[config.mk]
export PLATFORM = sky130hd
export DESIGN_NAME = wvb_reader
export DESIGN_NICKNAME = d
export VERILOG_FILES = /design/src/rtl/wvb_reader.sv
export SDC_FILE = /design/constraint.sdc
export NUM_CORES = 1
export LEC_CHECK = 0
export ABC_AREA = 1
export BUFFER_PORTS_ARGS = -buffer_cell sky130_fd_sc_hd__buf_2
export CORE_MARGIN = 3
export CORE_UTILIZATION = 55
export DETAILED_ROUTE_END_ITERATION = 16
export PLACE_DENSITY = 0.85
export SLEW_MARGIN = 5
export SYNTH_ARGS = -nofsm -noshare
export SYNTH_HDL_FRONTEND = slang
export SYNTH_SLANG_ARGS = --single-unit
[constraint.sdc]
create_clock -name clk -period 2.55 [get_ports clk]
set_input_delay 0.255 -clock clk [delete_from_list [all_inputs] [get_ports clk]]
set_output_delay 0.255 -clock clk [all_outputs]
set_load 0.005 [all_outputs]
[src/rtl/wvb_reader.sv]
`default_nettype none
// ============================================================================
// Module   : wvb_reader
// Brief    : Read-side engine of the mDOM waveform buffer. Pops one event
//            header, streams the event's words (start..stop, with address
//            wrap) from the buffer RAM onto a valid/ready port through a
//            2-entry output FIFO, then pulses wvb_rddone together with
//            hdr_rdreq.
//            Optional macro WVB_READER_HDR_WORD_EN: emit a leading
//            {zero-pad, evt_len} word (HDRW state) before the waveform words.
// Revision : 1.0 - initial release
// ============================================================================
module wvb_reader #(
    parameter int P_ADR_WIDTH  = 12,
    parameter int P_DATA_WIDTH = 22
) (
    input  logic                    clk,
    input  logic                    rst_n,
    input  logic                    hdr_empty,
    input  logic [P_ADR_WIDTH-1:0]  hdr_start_addr,
    input  logic [P_ADR_WIDTH-1:0]  hdr_stop_addr,
    output logic                    hdr_rdreq,
    output logic [P_ADR_WIDTH-1:0]  wvb_rd_addr,
    input  logic [P_DATA_WIDTH-1:0] wvb_rd_data,
    output logic                    wvb_rddone,
    output logic [P_DATA_WIDTH-1:0] dout_data,
    output logic                    dout_valid,
    input  logic                    dout_ready,
    output logic                    dout_sof,
    output logic                    dout_eof,
    output logic                    busy,
    output logic [P_ADR_WIDTH:0]    evt_len
);

    localparam int c_CNT_W = P_ADR_WIDTH + 1;
    localparam logic [c_CNT_W-1:0] c_CNT_ONE = c_CNT_W'(1);

    typedef enum logic [2:0] {
        S_IDLE   = 3'd0,
        S_LOAD   = 3'd1,
        S_STREAM = 3'd2,
        S_DONE   = 3'd3,
        S_GAP    = 3'd4
`ifdef WVB_READER_HDR_WORD_EN
        , S_HDRW = 3'd5
`endif
    } state_t;

    state_t                    r_state;
    state_t                    w_next;
    logic [P_ADR_WIDTH-1:0]    r_rd_ptr;
    logic [P_ADR_WIDTH-1:0]    r_addr_hold;
    logic [c_CNT_W-1:0]        r_evt_len;
    logic [c_CNT_W-1:0]        r_issue_cnt;
    logic [c_CNT_W-1:0]        r_accept_cnt;
    logic                      r_inflight;
    logic [P_DATA_WIDTH-1:0]   r_fifo_data [2];
    logic                      r_wr_idx;
    logic                      r_rd_idx;
    logic [1:0]                r_fifo_cnt;
    logic [c_CNT_W-1:0]        w_len;
    logic                      w_fetch;
    logic                      w_pop;
    logic                      w_issue;
    logic [1:0]                w_occ;

    // Event length; subtraction wraps at the address width so stop==start-1 means a full buffer
    assign w_len       = {1'b0, hdr_stop_addr - hdr_start_addr} + c_CNT_ONE;
    assign wvb_rd_addr = w_issue ? r_rd_ptr : r_addr_hold;
    assign busy        = (r_state != S_IDLE);
    assign evt_len     = r_evt_len;

    // Next-state, output port and read-issue decode
    always_comb begin
        w_next     = r_state;
        hdr_rdreq  = 1'b0;
        wvb_rddone = 1'b0;
        dout_valid = 1'b0;
        dout_data  = '0;
        dout_sof   = 1'b0;
        dout_eof   = 1'b0;
        w_fetch    = 1'b0;
        w_pop      = 1'b0;
        case (r_state)
            S_IDLE: begin
                if (!hdr_empty) begin
                    w_next = S_LOAD;
                end
            end
`ifdef WVB_READER_HDR_WORD_EN
            S_LOAD: w_next = S_HDRW;
            S_HDRW: begin
                // Prefetch waveform words while the length word waits for acceptance
                w_fetch    = 1'b1;
                dout_valid = 1'b1;
                dout_data  = P_DATA_WIDTH'(r_evt_len);
                dout_sof   = 1'b1;
                if (dout_ready) begin
                    w_next = S_STREAM;
                end
            end
`else
            S_LOAD: w_next = S_STREAM;
`endif
            S_STREAM: begin
                w_fetch    = 1'b1;
                dout_valid = (r_fifo_cnt != 2'd0);
                if (dout_valid) begin
                    dout_data = r_fifo_data[r_rd_idx];
                    dout_eof  = (r_accept_cnt == c_CNT_ONE);
`ifndef WVB_READER_HDR_WORD_EN
                    dout_sof  = (r_accept_cnt == r_evt_len);
`endif
                end
                w_pop = dout_valid && dout_ready;
                if (w_pop && (r_accept_cnt == c_CNT_ONE)) begin
                    w_next = S_DONE;
                end
            end
            S_DONE: begin
                // Overflow controller samples stop_addr from the FIFO head on rddone, so pop together
                wvb_rddone = 1'b1;
                hdr_rdreq  = 1'b1;
                w_next     = S_GAP;
            end
            S_GAP:   w_next = S_IDLE;
            default: w_next = S_IDLE;
        endcase
        // Occupancy after this cycle's pop; keeps at most two words owed to the FIFO
        w_occ   = r_fifo_cnt - {1'b0, w_pop} + {1'b0, r_inflight};
        w_issue = w_fetch && (r_issue_cnt != '0) && (w_occ < 2'd2);
    end

    // State register
    always_ff @(posedge clk or negedge rst_n) begin
        if (!rst_n) begin
            r_state <= S_IDLE;
        end else begin
            r_state <= w_next;
        end
    end

    // Header latch, read pointer, counters and the 2-entry output FIFO
    always_ff @(posedge clk or negedge rst_n) begin
        if (!rst_n) begin
            r_rd_ptr       <= '0;
            r_addr_hold    <= '0;
            r_evt_len      <= '0;
            r_issue_cnt    <= '0;
            r_accept_cnt   <= '0;
            r_inflight     <= 1'b0;
            r_fifo_data[0] <= '0;
            r_fifo_data[1] <= '0;
            r_wr_idx       <= 1'b0;
            r_rd_idx       <= 1'b0;
            r_fifo_cnt     <= 2'd0;
        end else if (r_state == S_LOAD) begin
            r_rd_ptr     <= hdr_start_addr;
            r_evt_len    <= w_len;
            r_issue_cnt  <= w_len;
            r_accept_cnt <= w_len;
            r_inflight   <= 1'b0;
            r_wr_idx     <= 1'b0;
            r_rd_idx     <= 1'b0;
            r_fifo_cnt   <= 2'd0;
        end else begin
            if (w_issue) begin
                r_rd_ptr    <= r_rd_ptr + 1'b1;
                r_addr_hold <= r_rd_ptr;
                r_issue_cnt <= r_issue_cnt - c_CNT_ONE;
            end
            r_inflight <= w_issue;
            if (r_inflight) begin
                r_fifo_data[r_wr_idx] <= wvb_rd_data;
                r_wr_idx              <= ~r_wr_idx;
            end
            if (w_pop) begin
                r_rd_idx     <= ~r_rd_idx;
                r_accept_cnt <= r_accept_cnt - c_CNT_ONE;
            end
            r_fifo_cnt <= r_fifo_cnt + {1'b0, r_inflight} - {1'b0, w_pop};
        end
    end

endmodule
`default_nettype wire
== Word level (Yosys, flattened, before mapping) ==
Index checks and enable logic that the tools add are counted.
Storage, ports and cells
  bits in registers: 115
  word-level logic and storage cells: 83
Cells by class
  add/sub/neg operators: 9
  $lt $le $gt $ge: 4
  eq/ne operators: 7
  muxes and demuxes: 32
  bitwise logic cells: 5
  reduce and logical (&&, ||, !) cells: 14
Operators by type and width (count)
  2-to-1 mux 22 bit: 6
  2-to-1 mux 13 bit: 4
  bitwise mux 44 bit: 1
  2-to-1 mux 12 bit: 3
  subtractor 13 x 1 -> 13 bit (second input constant): 2
  demux 22 bit (select 1 bit): 1
  adder 12 x 1 -> 13 bit (second input constant): 1
  equality test 13 x 1 -> 1 bit (second input constant): 1
  equality test 13 bit: 1
  2-to-1 mux 1 bit: 13
  nonzero test 13 bit: 1
  adder 12 x 1 -> 12 bit (second input constant): 1
  one-hot mux 3 bit (4 select lines): 1
  subtractor 12 bit: 1
  nonzero test 2 bit: 4
  equality test 3 x 2 -> 1 bit (second input constant): 2
  2-to-1 mux 3 bit: 2
  logical AND 1 bit: 5
  adder 2 x 1 -> 2 bit: 2
  >= comparator 2 bit (second input constant): 2
  inequality test 2 bit (second input constant): 2
  inverter 1 -> 2 bit: 2
  AND reduction 2 bit: 2
  subtractor 2 x 1 -> 2 bit: 2
  other kinds (7): 9

== Longest topological paths before layout ==
  word-level depth: 9
  depth in mapped cells: 18
  gate-level depth less buffers: 18

== Worst setup path before layout ==
No wires, ideal clock.
  path kind: reg-to-output
  from: register r_state[2]
  to: output port wvb_rd_addr[11]
  arrival: 2.129 ns
  data required time: 2.295 ns
  slack: 0.166 ns
  stages on the path, launching flop included: 13
  cell sequence: dfrtp_1 > nor2_2 > nand2_1 > nor2_1 > ha_1 > inv_1 > ha_1 > xor2_1 > nand3_2 > inv_2 > buf_2 > nand2_1 > nand2_1
Between the ends
  cells in the longest elaborated chain, start to end: 7
  elaborated cells on any way between the ends: 9
RTL lines
  start: declaration: RTL line 49  | state_t r_state;
  start signal: assignment: RTL line 139  | r_state <= w_next;
  equality test 3 x 2 -> 1 bit (*): RTL line 84  | case (r_state)
  2-to-1 mux 1 bit: RTL line 84
  subtractor 2 x 1 -> 2 bit: RTL line 130  | w_occ = r_fifo_cnt - {1'b0, w_pop} + {1'b0, r_inflight};
  adder 2 x 1 -> 2 bit: RTL line 130
  less-than comparator 2 bit: RTL line 131  | w_issue = w_fetch && (r_issue_cnt != '0) && (w_occ < 2'd2);
  logical AND 1 bit (*): RTL line 131
  2-to-1 mux 12 bit (*)
  end: declaration: RTL line 23  | output logic [P_ADR_WIDTH-1:0] wvb_rd_addr,
Every way passes the cells marked *; elsewhere a longest branch is shown, timed or not.

== Worst setup path after layout ==
  from: register r_fifo_cnt[1]
  to: output port wvb_rd_addr[7]
Between the ends
  cells in the longest elaborated chain, start to end: 8
RTL lines
  start: declaration: RTL line 60  | logic [1:0] r_fifo_cnt;
  start signal: assignment: RTL line 181  | r_fifo_cnt <= r_fifo_cnt + {1'b0, r_inflight} - {1'b0, w_pop};
  nonzero test 2 bit: RTL line 107  | dout_valid = (r_fifo_cnt != 2'd0);
  logical AND 1 bit: RTL line 115  | w_pop = dout_valid && dout_ready;
  2-to-1 mux 1 bit: RTL line 84
  subtractor 2 x 1 -> 2 bit (*): RTL line 130
  adder 2 x 1 -> 2 bit (*): RTL line 130
  less-than comparator 2 bit (*): RTL line 131
  logical AND 1 bit (*): RTL line 131
  2-to-1 mux 12 bit (*)
Marks and branches as above.

==> results.md <==
- Outcome: complete, but fails checks
- Failing checks: negative setup slack
- Crit-path max cell delay: 0.40 ns
- Filler cell count: about 920
- Via count: roughly 6300
- Least-Margin Pin Slew: roughly 0.94 ns
- Max Cap Viol: 0
- Root buffer cell: clkbuf_16
- CP endpoint kind: output port
- Final net count: around 1100
- Yosys warnings: 0
- Initial antenna violation count: 0
- Worst slack at placement: -0.0211 ns
- Met3 Use GR: 0.0668
- Top cell type's share of synthesized area: 0.427
- 1st-iter DRT viols: about 680
- Final period utilization: 1.08
- CTS H-tree depth: 4
- Post-DR wirelength/cell: approximately 15 um
- Die H: between 100 and 150 um
- Top cells by area, synth: dfrtp_1 43%, nand2_1 14%, o21ai_0 6.5%
- Critical Path Start Type: flip-flop
- Critical Setup Path Class: reg -> out
- All-layer global routing usage: 0.263
- Antenna fix cells: 0
- Vias/cell: approximately 5.4
- LEAKAGE: roughly 0.0043 uW
- WP buf/inv: 3
- Number of global-route vias before repair: a little under 6000
- DP Wirelength: between 10000 and 15000 um
- Setup slack after layout: -0.195 ns
- Most frequent cells in the layout: 234 x nand2_1, 115 x dfrtp_1, 107 x inv_1
- Library cells used by synthesis: slightly below 50
- Critical Path AT: approximately 2.5 ns
- Worst-path cell chain: o21ai_1 > nor2_2 > ha_1 > xnor2_1 > xor2_4 > nand3_4 > buf_6 > buf_16 > nand2_4 > nand2_2 > buf_2
- Post-Layout Inst Area: around 8300 um^2
- # DRC: 0
- Max-slew headroom: 0.370
- Mapped Area: 6740 um^2
- Flip-flop and latch area: 2880 um^2
- Peak VDD IR: 572 uV
- GR Util met2: 0.420
- Critical Path Fanout Max: 8
- Yosys top cell by area: dfrtp_1
- PortBufs: 102
- Setup TNS Final: -1.62 ns
- Commonest non-fill, non-tap cell in the layout: nand2_1
- Final Hold Viols: 0
- Bufs on Longest Clock Path: 2
- Max Slew Vio Count: 0
- Clock skew: ~0.0066 ns
- # setup viols final: 12
- GPL Wtd Cong: ~0.91
- Remaining antenna violation count: 0
- Syn Inst Count: approximately 880
- Synth Area per Inst: roughly 7.6 um^2
- Pin count of the biggest net entering global routing: between 50 and 60
- Syn_nets: 951
- First-pass GRT wire length: 28200 um
- Busiest grt layer: met2
- Flops & latches, synth: 115
- Initial Utilization: 0.576
- Die W: between 100 and 150 um
- First-pass detailed-route iteration total: 6
- Area occupied by multi-input gates: around 3400 um^2
- Maximum clock rate: 364 MHz
- Clk Latency, worst-skew pair: between 0.4 and 0.5 ns
- Hold crit path type: in -> reg
- Crit-path slowest cell: dfrtp_1
- Core area: between 10000 and 15000 um^2
- CTS Buf Count: 17
- TritonCTS clock tree: yes
- WP data required: 2.30 ns
- Area grow syn2layout: 23.1%
- Share of cells above drive strength 1: 0.234
- Sequential fraction of the synthesis area: 0.427
- P per Cell Area: roughly 1300 nW/um^2
- Cell Rows: 39
- Grt total ovfl: 0
- CTS clk-pin slew, worst paths: around 0.05 ns
- Detailed Route WL: around 17000 um
- Minimum clock period: roughly 2.7 ns
- Crit path max-delay family: XOR/XNOR gates
- Die ar.: between 10000 and 15000 um^2
- Placed Area: 7410 um^2
- Io pins: 103
- CTS sink count: approximately 120
- RSZ-0062 raised after global routing: true
- M1 GR Usage: 0.360
per-layer routing:
metal  wire length [um]  vias to the layer above
li1                   -                     3086
met1               7510                     2956
met2               8350                      236
met3               1160                       28
met4                325                        0
met5                  0                        -
synthesized netlist by cell type, drive strengths merged:
library cell / count
a21oi: 48
a221oi: 1
a22oi: 5
a31oi: 8
a32o: 1
and2: 1
and3: 1
buf: 15
clkbuf: 14
dfrtp: 115
fa: 1
ha: 18
inv: 115
nand2: 266
nand3: 40
nand3b: 3
nand4: 12
nor2: 66
nor3: 10
nor4: 2
o211ai: 2
o21a: 3
o21ai: 91
o21bai: 2
o221ai: 7
o31ai: 1
or2: 3
or4: 1
xnor2: 9
xor2: 21
path summary, 6_finish.rpt:
check                                   start               to  slack [ns]  depth (start not counted)
setup reg to reg                r_fifo_cnt[1]      r_rd_ptr[5]        0.15                         11
setup / recovery                r_fifo_cnt[1]   wvb_rd_addr[7]       -0.19                         11
max in group asynchronous               rst_n  r_accept_cnt[7]        1.44                          3
hold / removal             hdr_start_addr[11]     r_rd_ptr[11]        0.11                          3
hold reg to reg               r_fifo_data[28]  r_fifo_data[28]        0.48                          2
min in group asynchronous               rst_n  r_fifo_data[28]        0.39                          2
cells by family after synthesis:
family,synth area share
xor+xnor,0.0401
simple gates,0.271
buf+inv,0.0848
flops,0.427
compound gates,0.141
fa+ha+maj,0.0364
where the power goes:
| part | switching, uW | total (uW) | internal (uW) | leakage [uW] |
|---|---|---|---|---|
| Sequential | 722 | 3450 | 2730 | 0.00139 |
| Clock | 803 | 2250 | 1450 | 0.000265 |
| Combinational | 2810 | 4690 | 1880 | 0.00263 |
tightest hold or removal path, stage by stage:
cell	delay (ns)
buf_2	0.11
nand2_1	0.05
nand3_1	0.07
per-stage QoR:
step / utilization / hold slack, ns / std cells / power [uW]
after global routing: 0.708 / 0.122 / 1159 / 11200
after detailed placement: 0.633 / 0.294 / 1112 / 7440
after floorplan: - / -0.0406 / 882 / 6220
final: 0.708 / 0.110 / 1159 / 10400
after global placement: 0.633 / 0.292 / 1112 / 7280
after CTS: 0.697 / 0.102 / 1156 / 10100
final cells by class:
type | count | share of cell area
multi-input combinational | 623 | 0.415
inverter | 115 | 0.0540
clock inverter | 10 | 0.0133
timing repair buffer | 132 | 0.0953
sequential | 115 | 0.347
clock buffer | 21 | 0.0543
tap | 143 | 0.0216
registers in the layout (all words and copies together), names as in the netlist:
signal / flops
r_fifo_data: 44
evt_len: 13
r_accept_cnt: 13
r_issue_cnt: 13
r_addr_hold: 12
r_rd_ptr: 12
r_state: 3
r_fifo_cnt: 2
r_inflight: 1
r_rd_idx: 1
r_wr_idx: 1
repair_timing:
action | CTS | global route
gates cloned | 1 | 0
hold endpoints to repair | 42 | 0
endpoints found under the setup margin | 13 | 53
buffers inserted | 11 | 5
hold buffers | 1 | 0
pin swaps | 4 | 9
resized for setup | 32 | 28
No activity file was read; power rests on OpenSTA's default activity.
